File: src/rtl/uart_tx.sv
// uart_tx: 16x-oversampled UART transmitter, LSB first, with a registered serial line.
// Define UART_TX_PARITY_EN to insert an even-parity bit between data and stop.
module uart_tx #(
   parameter int unsigned DBIT    = 8,
   parameter int unsigned SB_TICK = 16
) (
   input  logic            clk,
   input  logic            reset,
   input  logic            tx_start,
   input  logic            s_tick,
   input  logic [DBIT-1:0] din,
   output logic            tx_done_tick,
   output logic            tx,
   output logic            tx_busy
);

   localparam int unsigned TMAX = (SB_TICK > 16) ? SB_TICK : 16;
   localparam int unsigned TW   = $clog2(TMAX);
   localparam int unsigned NW   = (DBIT > 1) ? $clog2(DBIT) : 1;

   localparam logic [TW-1:0] BIT_LAST  = TW'(15);
   localparam logic [TW-1:0] STOP_LAST = TW'(SB_TICK - 1);
   localparam logic [NW-1:0] DATA_LAST = NW'(DBIT - 1);

   typedef enum logic [2:0] {
      IDLE,
      START,
      DATA,
`ifdef UART_TX_PARITY_EN
      PARITY,
`endif
      STOP
   } state_t;

   state_t          state_reg, state_next;
   logic [TW-1:0]   s_reg, s_next;
   logic [NW-1:0]   n_reg, n_next;
   logic [DBIT-1:0] b_reg, b_next;
   logic            tx_reg, tx_next;
`ifdef UART_TX_PARITY_EN
   logic            par_reg, par_next;
`endif

   always_ff @(posedge clk or negedge reset) begin
      if (!reset) begin
         state_reg <= IDLE;
         s_reg     <= '0;
         n_reg     <= '0;
         b_reg     <= '0;
         tx_reg    <= 1'b1;
`ifdef UART_TX_PARITY_EN
         par_reg   <= 1'b0;
`endif
      end else begin
         state_reg <= state_next;
         s_reg     <= s_next;
         n_reg     <= n_next;
         b_reg     <= b_next;
         tx_reg    <= tx_next;
`ifdef UART_TX_PARITY_EN
         par_reg   <= par_next;
`endif
      end
   end

   // tx_next carries the level of the state being entered, so tx stays registered
   always_comb begin
      state_next   = state_reg;
      s_next       = s_reg;
      n_next       = n_reg;
      b_next       = b_reg;
      tx_next      = tx_reg;
      tx_done_tick = 1'b0;
`ifdef UART_TX_PARITY_EN
      par_next     = par_reg;
`endif
      unique case (state_reg)
         IDLE: begin
            tx_next = 1'b1;
            if (tx_start) begin
               state_next = START;
               s_next     = '0;
               b_next     = din;
               tx_next    = 1'b0;
`ifdef UART_TX_PARITY_EN
               par_next   = ^din;
`endif
            end
         end
         START: begin
            if (s_tick) begin
               if (s_reg == BIT_LAST) begin
                  state_next = DATA;
                  s_next     = '0;
                  n_next     = '0;
                  tx_next    = b_reg[0];
               end else begin
                  s_next = s_reg + 1'b1;
               end
            end
         end
         DATA: begin
            if (s_tick) begin
               if (s_reg == BIT_LAST) begin
                  s_next = '0;
                  b_next = b_reg >> 1;
                  if (n_reg == DATA_LAST) begin
`ifdef UART_TX_PARITY_EN
                     state_next = PARITY;
                     tx_next    = par_reg;
`else
                     state_next = STOP;
                     tx_next    = 1'b1;
`endif
                  end else begin
                     n_next  = n_reg + 1'b1;
                     tx_next = b_next[0];
                  end
               end else begin
                  s_next = s_reg + 1'b1;
               end
            end
         end
`ifdef UART_TX_PARITY_EN
         PARITY: begin
            if (s_tick) begin
               if (s_reg == BIT_LAST) begin
                  state_next = STOP;
                  s_next     = '0;
                  tx_next    = 1'b1;
               end else begin
                  s_next = s_reg + 1'b1;
               end
            end
         end
`endif
         STOP: begin
            tx_next = 1'b1;
            if (s_tick) begin
               if (s_reg == STOP_LAST) begin
                  state_next   = IDLE;
                  tx_done_tick = 1'b1;
               end else begin
                  s_next = s_reg + 1'b1;
               end
            end
         end
         default: state_next = IDLE;
      endcase
   end

   assign tx      = tx_reg;
   assign tx_busy = (state_reg != IDLE);

endmodule

File: config.mk
export PLATFORM = sky130hd
export DESIGN_NAME = uart_tx
export DESIGN_NICKNAME = d
export VERILOG_FILES = /design/src/rtl/uart_tx.sv
export SDC_FILE = /design/constraint.sdc
export NUM_CORES = 1
export LEC_CHECK = 0
export BUFFER_PORTS_ARGS = -buffer_cell sky130_fd_sc_hd__buf_4
export CORE_AREA = 2 2 51 53
export CTS_BUF_LIST = sky130_fd_sc_hd__clkbuf_2
export DETAILED_ROUTE_END_ITERATION = 10
export DIE_AREA = 0 0 53 55
export GPL_TIMING_DRIVEN = 0
export PLACE_DENSITY = 0.69
export SLEW_MARGIN = 30
export SYNTH_ARGS = -nofsm -noshare
export SYNTH_HDL_FRONTEND = slang
export SYNTH_SLANG_ARGS = --single-unit
File: constraint.sdc
create_clock -name clk -period 4 [get_ports clk]
set_clock_uncertainty 0.15 [all_clocks]
set_input_delay 1.2 -clock clk [delete_from_list [all_inputs] [get_ports clk]]
set_output_delay 1.2 -clock clk [all_outputs]
set_load 0.02 [all_outputs]
==> results.toml <==
[outcome]
outcome = "finished, final reports clean"

[floorplan]
die_w_um = 53
dieArea_um2 = 2915
io_pins = 15
die_y_um = 55
start_util_pct = 47.41
rows = 18
core_um2 = 2365

[detailed_routing]
vias_per_cell = 5.734
wl_um = 2295
vias = 906
avgRoutedWirePerCell_um = 14.53
drc = 0
antenna_left = 0
first_pass_iters = 4
drtIter0Drc = 6

[global_route]
grt_overflow = 0
grt_max_degree = 19
met2_usage_pct = 29.38
track_usage_pct = 17.83
grtUsageMet1_pct = 22.60
top_usage_layer = "met2"
grt_pass1_wl_um = 3767
antenna_found_initial = 0
grt_pass1_vias = 857
grt_util_met3_pct = 2.419

[worst_setup_path]
startpoint_type = "input pin"
worst-setup-path-type = "input pin to primary output"
critPathRequiredTime_ns = 2.65
worstPathArrival_ns = 2.06
end_kind = "primary output"
reg2reg_depth = 5
cp_max_fo = 10

[finish]
nFillCells = 224
largest_reg_flops = 8
layout.nets = 148
multiInputGateArea_um2 = 590.6
regArea_um2 = 451.7
final_cell_area_um2 = 1284
diodes = 0
area_delta_synth_final_pct = 14.51
drive_gt1_share_pct = 25.00

[power_and_ir_drop]
powerDensity_nw_per_um2 = 702.7
cellLeakagePower_uw = 0.0005974
ir_drop_v = 0.0003830

[yosys]
synth_top_area_share_pct = 37.95
yosys-top-cells-count = "17 x dfrtp_1, 12 x o22ai_1, 10 x a22o_1"
seq_area_frac_synth_pct = 40.29
post_synth_num_cell_types = 36
synth_most_common_cell = "dfrtp_1"
yosysWarnings = 0
synth_nets = 129
synth_top_cell_by_area = "dfrtp_1"
avgSynthCellArea_um2 = 10.19
syn_inst = 110
synth-edff-count = 0
synth-main-ff-cell = "dfrtp_1"
ys_ff_latch = 18
synthTopCellsByArea = "dfrtp_1 38%, a22o_1 7.8%, ha_1 7.8%"
syn_area_um2 = 1121
ys_async_sr_fraction_pct = 100.0

[placed_design]
gp_congestion = 0.7361
port-buffer-count = 14
dpl_cell_area_um2 = 1264
hpwl_um = 1683

[cts]
cts.hold.buffers_added = 0
numCtsBuffers = 3
h-tree-depth = 1
clockBufferDepth = 2
clk_pin_slew_worst_paths_ns = 0.18
cts_resized = 0
clkLatencyLatePin_ns = 0.32
clockRootBuffer = "clkbuf_2"
post_cts_buffers = 0
cts_tree = "yes"
cts_sinks = 18

[sta]
final-hold-violation-count = 0
slew_headroom_pct = 71.21
slew_viol_final = 0
tns_ns = 0
setup_viol = 0
fin_crit_ns = 3.409
fin_crit_sh_pct = 85.24
rsz0062_at_grt = "no"
tightest_slew_ns = 0.4318
clock.fmax_mhz = 293.3

[hold_path]
hold_path_class = "flip-flop to flip-flop"
min_path_cells = 1

[flow_run]
drv_cap = 0
final timing paths:
check,startpoint,to,slack [ns]
hold reg to reg,b_reg[7],b_reg[7],0.38
max in group asynchronous,reset,tx,2.86
min in group asynchronous,reset,b_reg[5],0.56
hold / removal,b_reg[7],b_reg[7],0.38
setup reg to reg,s_reg[0],state_reg[1],2.02
setup / recovery,s_tick,tx_done_tick,0.59
metrics by stage:
step	util [%]	power, µW	worst slack, ns	hold WS [ns]	cells
after floorplan	-	707.5	0.8309	0.3166	110
after global placement	53.44	804.3	0.5957	0.3379	154
after detailed placement	53.44	824.4	0.5867	0.3393	154
after CTS	54.29	910.8	0.5869	0.3863	158
after global routing	54.29	974.6	0.5585	0.3947	158
final	54.29	902.1	0.5906	0.3849	158
cells by family after synthesis:
family                   count (synthesis)  share of synthesized area, %
AO/OA/AOI/OAI                           47                         28.13
AND/OR/NAND/NOR                         21                         11.50
flip-flops                              18                         40.29
buffers and inverters                   12                         7.032
adder cells (fa/ha/maj)                  7                         7.812
multiplexers                             5                         5.245
cells in the final DEF (no fill, tap or decap), types with 2 or more instances in the layout:
cell type / Yosys / final
dfrtp_1: 17 / 17
mux2_2: 3 / 3
clkbuf_1: 2 / 2
nor3_1: 3 / 3
a22o_1: 10 / 10
ha_1: 7 / 7
buf_6: 4 / 4
a21oi_1: 9 / 9
o21ai_0: 7 / 7
nand2b_1: 2 / 2
buf_4: 1 / 15
inv_1: 5 / 5
o22ai_1: 12 / 12
nand2_1: 3 / 3
nor2_1: 4 / 4
clkbuf_2: 0 / 4
area by class of cell:
| class | count | share of cell area [%] |
|---|---|---|
| buffer | 7 | 4.678 |
| clock buffer | 4 | 1.559 |
| inverter | 5 | 1.462 |
| multi-input combinational | 80 | 46.00 |
| sequential | 18 | 35.19 |
| tap | 30 | 2.924 |
| timing repair buffer | 14 | 8.187 |
metal layers:
layer,part of all wire [%],routed length (µm)
met1,48,1099
met2,48,1092
met3,2.2,51
met4,2.2,51
met5,0,0
report_power, final:
| part | internal (µW) | switching, µW | total [µW] |
|---|---|---|---|
| Combinational | 249 | 263 | 513 |
| Sequential | 253 | 50.7 | 304 |
| Clock | 26.5 | 59.4 | 85.9 |
critical path, cell delays in order:
cell and delay [ns]:
buf_4 0.13, and4_1 0.21, buf_4 0.19, and2_1 0.17, buf_4 0.15
(Power assumes the default switching activity.)
